### src/rtl/alu181_regfile_datapath_if.sv
// Bus bundle between the sequencer and the register-file/ALU datapath.
// master: drives register-file and ALU controls, observes read data and ALU flags.
// slave : the datapath itself.
interface alu181_regfile_datapath_if #(
    parameter int unsigned DATA_WIDTH = 16,
    parameter int unsigned NUM_REGS   = 8
);
    localparam int unsigned ADDR_WIDTH = (NUM_REGS > 1) ? $clog2(NUM_REGS) : 1;

    logic                  reg_write_enable;
    logic [ADDR_WIDTH-1:0] reg_read_addr1;
    logic [ADDR_WIDTH-1:0] reg_read_addr2;
    logic [ADDR_WIDTH-1:0] reg_write_addr;
    logic [DATA_WIDTH-1:0] reg_write_data;
    logic                  alu_cin;
    logic                  alu_mode;
    logic                  b_source_sel;
    logic [3:0]            alu_comm;
    logic [DATA_WIDTH-1:0] alu_b_imm;
    logic [DATA_WIDTH-1:0] reg_read_data1;
    logic [DATA_WIDTH-1:0] reg_read_data2;
    logic [DATA_WIDTH-1:0] alu_result;
    logic                  alu_cout;
    logic                  alu_nbo;
    logic                  alu_ngo;

    modport master (
        output reg_write_enable, reg_read_addr1, reg_read_addr2, reg_write_addr,
               reg_write_data, alu_cin, alu_mode, b_source_sel, alu_comm, alu_b_imm,
        input  reg_read_data1, reg_read_data2, alu_result, alu_cout, alu_nbo, alu_ngo
    );

    modport slave (
        input  reg_write_enable, reg_read_addr1, reg_read_addr2, reg_write_addr,
               reg_write_data, alu_cin, alu_mode, b_source_sel, alu_comm, alu_b_imm,
        output reg_read_data1, reg_read_data2, alu_result, alu_cout, alu_nbo, alu_ngo
    );
endinterface

### src/rtl/alu181_regfile_datapath.sv
// Register file (2 combinational read ports, 1 write port) feeding a 74181-style
// ALU assembled from 4-bit carry-lookahead slices.
// Ports: clk, reset (async, active-high, clears the register file),
//        bus (slave modport): register-file controls/data, ALU controls,
//        read data, ALU result, carry out and active-low group P/G.
module alu181_regfile_datapath #(
    parameter int unsigned DATA_WIDTH = 16,
    parameter int unsigned NUM_REGS   = 8
) (
    input  logic                        clk,
    input  logic                        reset,
    alu181_regfile_datapath_if.slave    bus
);
    localparam int unsigned ADDR_WIDTH = (NUM_REGS > 1) ? $clog2(NUM_REGS) : 1;
    localparam int unsigned ADDR_CMP_W = ADDR_WIDTH + 1;
    localparam int unsigned NUM_SLICES = DATA_WIDTH / 4;

    logic [DATA_WIDTH-1:0] regs [NUM_REGS];
    logic [DATA_WIDTH-1:0] operand_a;
    logic [DATA_WIDTH-1:0] read_b;
    logic [DATA_WIDTH-1:0] operand_b;
    logic [DATA_WIDTH-1:0] x;
    logic [DATA_WIDTH-1:0] y;
    logic [DATA_WIDTH-1:0] result;

    // Addresses beyond the last register read as zero and drop writes.
    function automatic logic addr_valid(input logic [ADDR_WIDTH-1:0] addr);
        return ADDR_CMP_W'(addr) < ADDR_CMP_W'(NUM_REGS);
    endfunction

    // Register file storage; reset wins over a simultaneous write.
    always_ff @(posedge clk or posedge reset) begin
        if (reset) begin
            regs <= '{default: '0};
        end else if (bus.reg_write_enable && addr_valid(bus.reg_write_addr)) begin
            regs[bus.reg_write_addr] <= bus.reg_write_data;
        end
    end

    // Combinational read ports.
    always_comb begin
        operand_a = '0;
        read_b    = '0;
        if (addr_valid(bus.reg_read_addr1)) operand_a = regs[bus.reg_read_addr1];
        if (addr_valid(bus.reg_read_addr2)) read_b    = regs[bus.reg_read_addr2];
    end

    assign operand_b = bus.b_source_sel ? bus.alu_b_imm : read_b;

    // Bit-level propagate (x) and generate (y); y implies x, so x acts as OR-propagate.
    assign x = operand_a | (operand_b & {DATA_WIDTH{bus.alu_comm[0]}})
                         | (~operand_b & {DATA_WIDTH{bus.alu_comm[1]}});
    assign y = (operand_a & ~operand_b & {DATA_WIDTH{bus.alu_comm[2]}})
             | (operand_a &  operand_b & {DATA_WIDTH{bus.alu_comm[3]}});

    for (genvar gi = 0; gi < NUM_SLICES; gi++) begin : g_slice
        logic [3:0] sx;
        logic [3:0] sy;
        logic [3:0] sc;
        logic       cin_s;
        logic       sp;
        logic       sg;
        logic       cout_s;
        logic       grp_p_s;
        logic       grp_g_s;

        assign sx = x[4*gi +: 4];
        assign sy = y[4*gi +: 4];

        if (gi == 0) begin : g_lsb
            assign cin_s   = bus.alu_cin;
            assign grp_p_s = sp;
            assign grp_g_s = sg;
        end else begin : g_chain
            assign cin_s   = g_slice[gi-1].cout_s;
            assign grp_p_s = sp & g_slice[gi-1].grp_p_s;
            assign grp_g_s = sg | (sp & g_slice[gi-1].grp_g_s);
        end

        // Slice-internal lookahead carries.
        assign sc[0] = cin_s;
        assign sc[1] = sy[0] | (sx[0] & cin_s);
        assign sc[2] = sy[1] | (sx[1] & sy[0]) | (sx[1] & sx[0] & cin_s);
        assign sc[3] = sy[2] | (sx[2] & sy[1]) | (sx[2] & sx[1] & sy[0])
                     | (sx[2] & sx[1] & sx[0] & cin_s);

        assign sp = &sx;
        assign sg = sy[3] | (sx[3] & sy[2]) | (sx[3] & sx[2] & sy[1])
                  | (sx[3] & sx[2] & sx[1] & sy[0]);
        assign cout_s = sg | (sp & cin_s);

        assign result[4*gi +: 4] = bus.alu_mode ? ~(sx ^ sy) : (sx ^ sy ^ sc);
    end

    assign bus.reg_read_data1 = operand_a;
    assign bus.reg_read_data2 = read_b;
    assign bus.alu_result     = result;
    assign bus.alu_cout       = bus.alu_mode ? 1'b0 : g_slice[NUM_SLICES-1].cout_s;
    assign bus.alu_nbo        = ~g_slice[NUM_SLICES-1].grp_p_s;
    assign bus.alu_ngo        = ~g_slice[NUM_SLICES-1].grp_g_s;
endmodule

### src/flat_wrapper.sv
// flat-port wrapper written by rule: the top's interface ports become plain ports
module alu181_regfile_datapath_flat 
#(
    parameter int unsigned DATA_WIDTH = 16,
    parameter int unsigned NUM_REGS   = 8
)
  (clk, reset, bus_reg_write_enable, bus_reg_read_addr1, bus_reg_read_addr2, bus_reg_write_addr, bus_reg_write_data, bus_alu_cin, bus_alu_mode, bus_b_source_sel, bus_alu_comm, bus_alu_b_imm, bus_reg_read_data1, bus_reg_read_data2, bus_alu_result, bus_alu_cout, bus_alu_nbo, bus_alu_ngo);
  alu181_regfile_datapath_if #(.DATA_WIDTH(DATA_WIDTH), .NUM_REGS(NUM_REGS)) bus_i ();
  input  logic clk;
  input  logic reset;
  input wire logic [$bits(bus_i.reg_write_enable)-1:0] bus_reg_write_enable;
  input wire logic [$bits(bus_i.reg_read_addr1)-1:0] bus_reg_read_addr1;
  input wire logic [$bits(bus_i.reg_read_addr2)-1:0] bus_reg_read_addr2;
  input wire logic [$bits(bus_i.reg_write_addr)-1:0] bus_reg_write_addr;
  input wire logic [$bits(bus_i.reg_write_data)-1:0] bus_reg_write_data;
  input wire logic [$bits(bus_i.alu_cin)-1:0] bus_alu_cin;
  input wire logic [$bits(bus_i.alu_mode)-1:0] bus_alu_mode;
  input wire logic [$bits(bus_i.b_source_sel)-1:0] bus_b_source_sel;
  input wire logic [$bits(bus_i.alu_comm)-1:0] bus_alu_comm;
  input wire logic [$bits(bus_i.alu_b_imm)-1:0] bus_alu_b_imm;
  output wire logic [$bits(bus_i.reg_read_data1)-1:0] bus_reg_read_data1;
  output wire logic [$bits(bus_i.reg_read_data2)-1:0] bus_reg_read_data2;
  output wire logic [$bits(bus_i.alu_result)-1:0] bus_alu_result;
  output wire logic [$bits(bus_i.alu_cout)-1:0] bus_alu_cout;
  output wire logic [$bits(bus_i.alu_nbo)-1:0] bus_alu_nbo;
  output wire logic [$bits(bus_i.alu_ngo)-1:0] bus_alu_ngo;
  assign bus_i.reg_write_enable = bus_reg_write_enable;
  assign bus_i.reg_read_addr1 = bus_reg_read_addr1;
  assign bus_i.reg_read_addr2 = bus_reg_read_addr2;
  assign bus_i.reg_write_addr = bus_reg_write_addr;
  assign bus_i.reg_write_data = bus_reg_write_data;
  assign bus_i.alu_cin = bus_alu_cin;
  assign bus_i.alu_mode = bus_alu_mode;
  assign bus_i.b_source_sel = bus_b_source_sel;
  assign bus_i.alu_comm = bus_alu_comm;
  assign bus_i.alu_b_imm = bus_alu_b_imm;
  assign bus_reg_read_data1 = bus_i.reg_read_data1;
  assign bus_reg_read_data2 = bus_i.reg_read_data2;
  assign bus_alu_result = bus_i.alu_result;
  assign bus_alu_cout = bus_i.alu_cout;
  assign bus_alu_nbo = bus_i.alu_nbo;
  assign bus_alu_ngo = bus_i.alu_ngo;
  alu181_regfile_datapath #(.DATA_WIDTH(DATA_WIDTH), .NUM_REGS(NUM_REGS)) u_core (.clk(clk), .reset(reset), .bus(bus_i));
endmodule
### config.mk
export PLATFORM = sky130hd
export DESIGN_NAME = alu181_regfile_datapath_flat
export DESIGN_NICKNAME = d
export VERILOG_FILES = /design/src/rtl/alu181_regfile_datapath_if.sv /design/src/rtl/alu181_regfile_datapath.sv /design/src/flat_wrapper.sv
export SDC_FILE = /design/constraint.sdc
export NUM_CORES = 1
export LEC_CHECK = 0
export CAP_MARGIN = 20
export CORE_MARGIN = 4
export CORE_UTILIZATION = 59
export CTS_BUF_LIST = sky130_fd_sc_hd__clkbuf_16
export DETAILED_ROUTE_END_ITERATION = 12
export DONT_BUFFER_PORTS = 1
export GPL_TIMING_DRIVEN = 0
export PLACE_DENSITY_LB_ADDON = 0.2
export SYNTH_ARGS = -nofsm -noshare
export SYNTH_HDL_FRONTEND = slang
export SYNTH_SLANG_ARGS = --single-unit
### constraint.sdc
create_clock -name clk -period 3.93 [get_ports clk]
set_input_delay 0.786 -clock clk [delete_from_list [all_inputs] [get_ports clk]]
set_output_delay 0.786 -clock clk [all_outputs]
set_load 0.005 [all_outputs]
Word level (Yosys, flattened, before mapping)
Index checks and enable logic that the tools add are counted.
{"block": "totals", "ff_bits": 128, "inputBits": 51, "output_inout_bits": 51}
{"block": "classes", "order_cmp": 4, "muxes": 15, "n_bitwise": 136, "n_reduce_logical": 5}
{"cell": "128-bit bitwise mux", "count": 1}
{"cell": "16-bit AND", "count": 6}
{"cell": "16-bit binary-select mux with 3-bit select", "count": 2}
{"cell": "16-bit 2-to-1 mux", "count": 6}
{"cell": "1-bit AND", "count": 66}
{"cell": "16-bit demux with 3-bit select", "count": 1}
{"cell": "16-bit bitwise OR", "count": 3}
{"cell": "1-bit bitwise OR", "count": 43}
{"cell": "4-bit XOR", "count": 8}
{"cell": "4-bit 2-to-1 mux", "count": 4}
{"cell": "16-bit NOT", "count": 1}
{"cell": "4-bit NOT", "count": 4}
{"cell": "4-bit AND reduction", "count": 4}
{"cell": "4-bit greater-or-equal comparator, second input constant", "count": 3}
{"cell": "3-bit NOT with 4-bit output", "count": 3}
{"cell": "4-bit by 1-bit less-than comparator with 1-bit output, second input constant", "count": 1}
{"cell": "1-bit NOT", "count": 2}
{"cell": "1-bit logical AND", "count": 1}
{"cell": "1-bit 2-to-1 mux", "count": 1}

Longest topological paths before layout
{"block": "depth", "word_depth": 22, "mapped_depth": 12}

Worst setup path before layout
OpenSTA, ideal clock, no wires.
{"block": "synth_path", "kind": "in2out", "from": "input port bus_reg_read_addr2[0]", "to": "output port bus_alu_result[13]", "arrival_time_ns": 3.221, "required_time_ns": 3.144, "path_slack_ns": -0.077, "stages": 10, "path_buffers": 1, "cell_sequence": "buf_6 mux4_2 mux2_2 mux2_4 mux2_4 and2_4 a211oi_2 o22a_2 nand2_2 a311oi_1"}
{"block": "synth_between", "elab_cells_between_ends": 54, "classes_between": "5 x mux; 46 x bitwise; 3 x reduce/logical"}
{"element": "start: declaration", "line_no": "flat_wrapper.sv:13", "text": "input wire logic [$bits(bus_i.reg_read_addr2)-1:0] bus_reg_read_addr2;"}
{"element": "3-bit NOT with 4-bit output (not written as such) (*)", "line_no": "alu181_regfile_datapath.sv:45", "text": "if (addr_valid(bus.reg_read_addr2)) read_b = regs[bus.reg_read_addr2];"}
{"element": "16-bit binary-select mux with 3-bit select (*)", "line_no": "alu181_regfile_datapath.sv:45"}
{"element": "16-bit 2-to-1 mux (not written as such) (*) (2 in series)", "line_no": "alu181_regfile_datapath.sv:45"}
{"element": "via bus_reg_read_data2[8]", "line_no": "flat_wrapper.sv:22", "text": "output wire logic [$bits(bus_i.reg_read_data2)-1:0] bus_reg_read_data2;"}
{"element": "16-bit 2-to-1 mux (*)", "line_no": "alu181_regfile_datapath.sv:48", "text": "assign operand_b = bus.b_source_sel ? bus.alu_b_imm : read_b;"}
{"element": "16-bit NOT", "line_no": "alu181_regfile_datapath.sv:52, alu181_regfile_datapath.sv:53"}
{"element": "16-bit AND (2 in series)", "line_no": "alu181_regfile_datapath.sv:53", "text": "assign y = (operand_a & ~operand_b & {DATA_WIDTH{bus.alu_comm[2]}})"}
{"element": "16-bit bitwise OR", "line_no": "alu181_regfile_datapath.sv:54", "text": "| (operand_a & operand_b & {DATA_WIDTH{bus.alu_comm[3]}});"}
{"element": "1-bit AND", "line_no": "alu181_regfile_datapath.sv:89", "text": "| (sx[3] & sx[2] & sx[1] & sy[0]);"}
{"element": "1-bit bitwise OR", "line_no": "alu181_regfile_datapath.sv:89"}
{"element": "1-bit bitwise OR (*)", "line_no": "alu181_regfile_datapath.sv:90", "text": "assign cout_s = sg | (sp & cin_s);"}
{"element": "1-bit AND (*)", "line_no": "alu181_regfile_datapath.sv:82", "text": "assign sc[1] = sy[0] | (sx[0] & cin_s);"}
{"element": "1-bit bitwise OR (*)", "line_no": "alu181_regfile_datapath.sv:82"}
{"element": "4-bit XOR (*)", "line_no": "alu181_regfile_datapath.sv:92", "text": "assign result[4*gi +: 4] = bus.alu_mode ? ~(sx ^ sy) : (sx ^ sy ^ sc);"}
{"element": "4-bit 2-to-1 mux (*)", "line_no": "alu181_regfile_datapath.sv:92"}
{"element": "end: declaration", "line_no": "flat_wrapper.sv:23", "text": "output wire logic [$bits(bus_i.alu_result)-1:0] bus_alu_result;"}
The timed path passes the listed nets; every way through them passes the cells marked *. The select of a mux whose other input is x is not followed.

Worst setup path after layout
{"block": "layout_path", "from": "register u_core.regs[71] (netlist name)", "to": "output port bus_alu_result[8]"}
{"block": "layout_between", "elab_chain_len": 14, "elab_cells_between_ends": 30, "classes_between": "8 x mux; 21 x bitwise; 1 x reduce/logical"}
{"element": "start: declaration", "line_no": "alu181_regfile_datapath.sv:18", "text": "logic [DATA_WIDTH-1:0] regs [NUM_REGS];"}
{"element": "start signal: indexed assignment", "line_no": "alu181_regfile_datapath.sv:36", "text": "regs[bus.reg_write_addr] <= bus.reg_write_data;"}
{"element": "16-bit binary-select mux with 3-bit select (*)", "line_no": "alu181_regfile_datapath.sv:45"}
{"element": "16-bit 2-to-1 mux (not written as such) (*) (2 in series)", "line_no": "alu181_regfile_datapath.sv:45"}
{"element": "via bus_reg_read_data2[7]", "line_no": "flat_wrapper.sv:22"}
{"element": "16-bit 2-to-1 mux (*)", "line_no": "alu181_regfile_datapath.sv:48"}
{"element": "16-bit AND or 16-bit NOT (tied branches)", "line_no": "alu181_regfile_datapath.sv:51, alu181_regfile_datapath.sv:52, alu181_regfile_datapath.sv:53"}
{"element": "16-bit bitwise OR, or another cell as far along", "line_no": "alu181_regfile_datapath.sv:51", "text": "assign x = operand_a | (operand_b & {DATA_WIDTH{bus.alu_comm[0]}})"}
{"element": "16-bit bitwise OR or 16-bit AND (tied branches)", "line_no": "alu181_regfile_datapath.sv:52, alu181_regfile_datapath.sv:53"}
{"element": "1-bit AND, or another cell as far along", "line_no": "alu181_regfile_datapath.sv:88", "text": "assign sg = sy[3] | (sx[3] & sy[2]) | (sx[3] & sx[2] & sy[1])"}
{"element": "1-bit bitwise OR, or another cell as far along", "line_no": "alu181_regfile_datapath.sv:88"}
{"element": "1-bit bitwise OR or 1-bit AND (tied branches)", "line_no": "alu181_regfile_datapath.sv:88, alu181_regfile_datapath.sv:89"}
{"element": "1-bit bitwise OR", "line_no": "alu181_regfile_datapath.sv:89"}
{"element": "1-bit bitwise OR (*)", "line_no": "alu181_regfile_datapath.sv:90"}
{"element": "4-bit XOR (*)", "line_no": "alu181_regfile_datapath.sv:92"}
{"element": "4-bit 2-to-1 mux (*)", "line_no": "alu181_regfile_datapath.sv:92"}
Marked as above.

==> impl_summary.txt <==
----------------------------------------------------
[Setup path]
  Launching element type of the critical path ... register
  Setup slack on the worst flop-to-flop path ... 3.04 ns
  Kind of critical path ... register to output port
  Arrival time at the worst endpoint ... between 3 and 4 ns
  Required time at the endpoint of the critical path ... ~3.1 ns
  Critical Path Fanout Max ... 4
  Nature of the critical path endpoint ... output port

[CTS]
  Root cell of the clock tree ... sky130_fd_sc_hd__clkbuf_16
  TritonCTS clock tree ... yes
  CTS H-tree depth ... 4
  Clock Sinks ... 128
  Clock buffers created by TritonCTS ... 17
  Latest clock arrival within the worst-skew pair ... 0.43 ns
  Clk slew on worst S/H paths ... 0.06 ns
  Cts-stage hold buffer count ... 0
  Number of buffers between clock root and the deepest sink ... 2

[Power]
  Overall Power ... 5.482 mW
  Internal power ... approximately 3.7 mW
  Power density of the placed cells ... 537.9 mW/mm²
  Clock share of power ... 0.284
  Sequential fraction of design power ... 0.337
  Share of total power in combinational logic ... 0.379
  Switching fraction of total power ... 0.3327
  Net switching power ... 1.824 mW
  Largest vdd supply drop ... 289.5 µV
  Cell leakage power ... slightly above 4 nW

[Timing]
  Maximum clock skew at final layout ... 0 ns
  Slew Limit Fails ... 0
  Maximum clock frequency ... 238.9 MHz
  Worst-Margin Slew ... approximately 0.96 ns
  Relative slew margins ... 0.3611
  Endpoints failing setup ... 13
  Minimum period implied by the final worst setup slack ... approximately 4.2 ns
  Unrepaired setup endpoints after global routing ... true
  Period utilization ... 1.065
  Setup ws final ... -0.2559 ns
  Hold Vio Cnt, Final ... 0

[Final layout]
  Post-route standard cell area excluding fillers ... just over 0.01 mm²
  Net count reported at finish ... 760
  Area Overhead vs Synth ... 22.25%
  Biggest regs ... u_core.regs: 128 flops
  Register with the highest flop count ... u_core.regs
  Fraction of layout cells with a size suffix above 1 ... 0.5332
  Number of inserted diodes ... 0
  Max FFs per register ... 128

[Die]
  Area of the core ... around 0.014 mm²
  Die outline height ... 126.9 µm
  Starting Density ... 0.6005
  Number of top-level pins ... 102
  Chip width ... 126.9 µm
  Number of cell rows ... 43
  DIE AREA ... 0.01609 mm²

[Detailed routing]
  Remaining antenna violation count ... 0
  Number of DRC markers in iteration 0 ... about 560
  Post-DR wirelength/cell ... 28.16 µm
  Total wirelength of the detailed-routed design ... approximately 25 mm
  Via count ... about 6300
  DRC viols ... 0
  Vias per std cell ... ~7
  Number of optimization iterations in the first detailed-route pass ... 5

[Yosys]
  Mean post-synth cell area ... 12.67 µm²
  Portion of the post-synthesis area used by sequential elements ... 0.3843
  Number of flip-flops and latches in the synthesized netlist ... 128
  Distinct cell type count after synthesis ... 69
  Combined area of all synthesized cells ... 0.008335 mm²
  Post-synth EDFFs ... 0
  Net Count, Synth ... 709
  Async SR Flop Fraction ... 1.000
  Syn. warnings ... 0
  Synthesized instance count ... 658
  Ys flop type ... sky130_fd_sc_hd__dfrtp_1

[Run status]
  Status ... complete, but fails checks
  Failing checks ... negative setup slack

[Placement]
  PortBufs ... 0
  Instance area at placement ... 0.008668 mm²
  Worst slack, placed ... -0.9399 ns
  Routability congestion estimate ... approximately 0.98
  Post-DP HPWL ... 16.86 mm

[Global routing]
  Global-route total usage across every layer ... 0.3136
  Maximum number of pins on one net before global-route repair ... 47
  Residual overflow from global routing ... 0
  Antenna violations before repair ... 0
  Vias in the first global route ... 6530
  First-pass GRT wire length ... between 30 and 40 mm

[Job]
  Max-capacitance violation count ... 0

[Min path]
  Kind of path behind the tightest hold check ... input pin to async pin

----------------------------------------------------
## final cells by class
type,instances,area [µm²]
Fill cell,848,3691
Sequential cell,128,3203
Buffer,40,350.3
Clock buffer,17,425.4
Clock inverter,15,151.4
Timing Repair Buffer,32,350.3
Inverter,17,67.56
Tap cell,180,225.2
Multi-Input combinational cell,473,5416
## cell usage after synthesis (all sizes together) (2+ instances only)
| library cell | count | area, µm² |
|---|---|---|
| nand4b | 3 | 26.28 |
| xnor2 | 8 | 70.07 |
| o311ai | 2 | 17.52 |
| nor3 | 5 | 30.03 |
| a21oi | 8 | 40.04 |
| a211oi | 7 | 57.55 |
| o21ai | 15 | 75.07 |
| nand2b | 9 | 56.30 |
| nor2 | 37 | 138.9 |
| o31a | 3 | 26.28 |
| and2 | 5 | 33.79 |
| inv | 17 | 63.81 |
| or3 | 2 | 12.51 |
| dfrtp | 128 | 3203 |
| a31o | 2 | 17.52 |
| nor2b | 4 | 25.02 |
| clkbuf | 23 | 86.33 |
| o31ai | 2 | 15.01 |
| buf | 17 | 118.9 |
| o21a | 7 | 53.80 |
| nand3 | 3 | 20.02 |
| nand2 | 27 | 103.9 |
| o211ai | 7 | 62.56 |
| mux4 | 52 | 1179 |
| or2 | 4 | 25.02 |
| a21o | 4 | 30.03 |
| mux2 | 166 | 1888 |
| or4 | 2 | 15.01 |
| a2bb2oi | 3 | 32.53 |
| mux2i | 44 | 447.9 |
| o22ai | 7 | 50.05 |
| o311a | 2 | 20.02 |
| nor3b | 3 | 22.52 |
| a22o | 6 | 52.55 |
| xor2 | 6 | 52.55 |
| a31oi | 5 | 46.29 |
| a311oi | 2 | 17.52 |
## worst paths after layout
| path | cells after the start | from | endpoint |
|---|---|---|---|
| worst max-delay path | 10 | u_core.regs[71] | bus_alu_result[8] |
| worst min-delay path | 1 | reset | u_core.regs[29] |
| worst max register to register | 2 | u_core.regs[7] | u_core.regs[7] |
| worst min register to register | 1 | u_core.regs[28] | u_core.regs[28] |
| max in group asynchronous | 3 | reset | u_core.regs[84] |
| min in group clk | 1 | bus_reg_write_data[0] | u_core.regs[16] |
## power groups by stage
stage | combinational (mW) | clock, mW | sequential [mW]
after floorplan | 1.31 | 0 | 1.76
after global placement | 1.57 | 0 | 1.80
after detailed placement | 1.63 | 0 | 1.84
after CTS | 1.89 | 1.55 | 1.82
after global routing | 2.20 | 1.62 | 1.87
final | 2.08 | 1.56 | 1.85
## stage by stage
step	util	cells	hold slack [ns]	TNS (ns)
3_3_place_gp	0.6185	838	0.5001	-12.06
4_1_cts	0.7138	894	0.3397	-2.062
6_report	0.7341	902	0.3208	-2.224
5_1_grt	0.7341	902	0.3659	-3.189
3_5_place_dp	0.6245	845	0.5134	-12.91
2_1_floorplan	-	658	0.4883	-0.07596
## critical path, stage by stage (launching register included)
cell and delay (ns):
sky130_fd_sc_hd__dfrtp_1 0.39, sky130_fd_sc_hd__mux4_2 0.48, sky130_fd_sc_hd__mux2_4 0.33, sky130_fd_sc_hd__mux2_4 0.28
sky130_fd_sc_hd__mux2_4 0.30, sky130_fd_sc_hd__a2111o_1 0.36, sky130_fd_sc_hd__a31oi_4 0.30, sky130_fd_sc_hd__or2_4 0.21
sky130_fd_sc_hd__buf_6 0.10, sky130_fd_sc_hd__nor2_4 0.03, sky130_fd_sc_hd__xnor2_2 0.18
## cell usage in the layout, fill, tap and decap left out, types with 6 or more instances in the layout
master                      instances
sky130_fd_sc_hd__inv_1             16
sky130_fd_sc_hd__mux2_2           144
sky130_fd_sc_hd__nand2_1           24
sky130_fd_sc_hd__nand2b_1           8
sky130_fd_sc_hd__mux2i_4           12
sky130_fd_sc_hd__mux2_1             6
sky130_fd_sc_hd__buf_12             8
sky130_fd_sc_hd__nor2_2             8
sky130_fd_sc_hd__buf_4             19
sky130_fd_sc_hd__nor2_1            27
sky130_fd_sc_hd__clkinv_2           7
sky130_fd_sc_hd__mux2i_1           22
sky130_fd_sc_hd__o21ai_0           10
sky130_fd_sc_hd__xnor2_1            7
sky130_fd_sc_hd__mux4_2            52
sky130_fd_sc_hd__clkbuf_1          19
sky130_fd_sc_hd__mux2_4            16
sky130_fd_sc_hd__a22o_1             6
sky130_fd_sc_hd__buf_6              8
sky130_fd_sc_hd__clkbuf_16         18
sky130_fd_sc_hd__mux2i_2           10
sky130_fd_sc_hd__dfrtp_1          128
## metal layers
layer | up-vias | routed length, µm | global-route usage
met3 | 63 | 2482 | 0.08084
li1 | 2610 | - | -
met1 | 3253 | 9758 | 0.3986
met5 | - | 0 | 0
met2 | 379 | 12470 | 0.5199
met4 | 0 | 695 | 0.1186
## repair_timing
item / in CTS / in global routing
hold endpoints to repair: 0 / 0
cloned: 3 / 0
pin swaps: 26 / 22
endpoints found under the setup margin: 19 / 16
setup buffers: 14 / 8
gates resized for setup: 109 / 49
## cells by family (layout without fill, tap and decap cells)
family / count (synthesis) / count (layout) / share of synthesized area
AO/OA/AOI/OAI: 90 / 90 / 0.08346
buffers and inverters: 57 / 121 / 0.03227
flip-flops: 128 / 128 / 0.3843
AND/OR/NAND/NOR: 107 / 107 / 0.06364
XOR/XNOR: 14 / 14 / 0.01471
multiplexers: 262 / 262 / 0.4216
No activity file was read; power rests on OpenSTA's default activity.
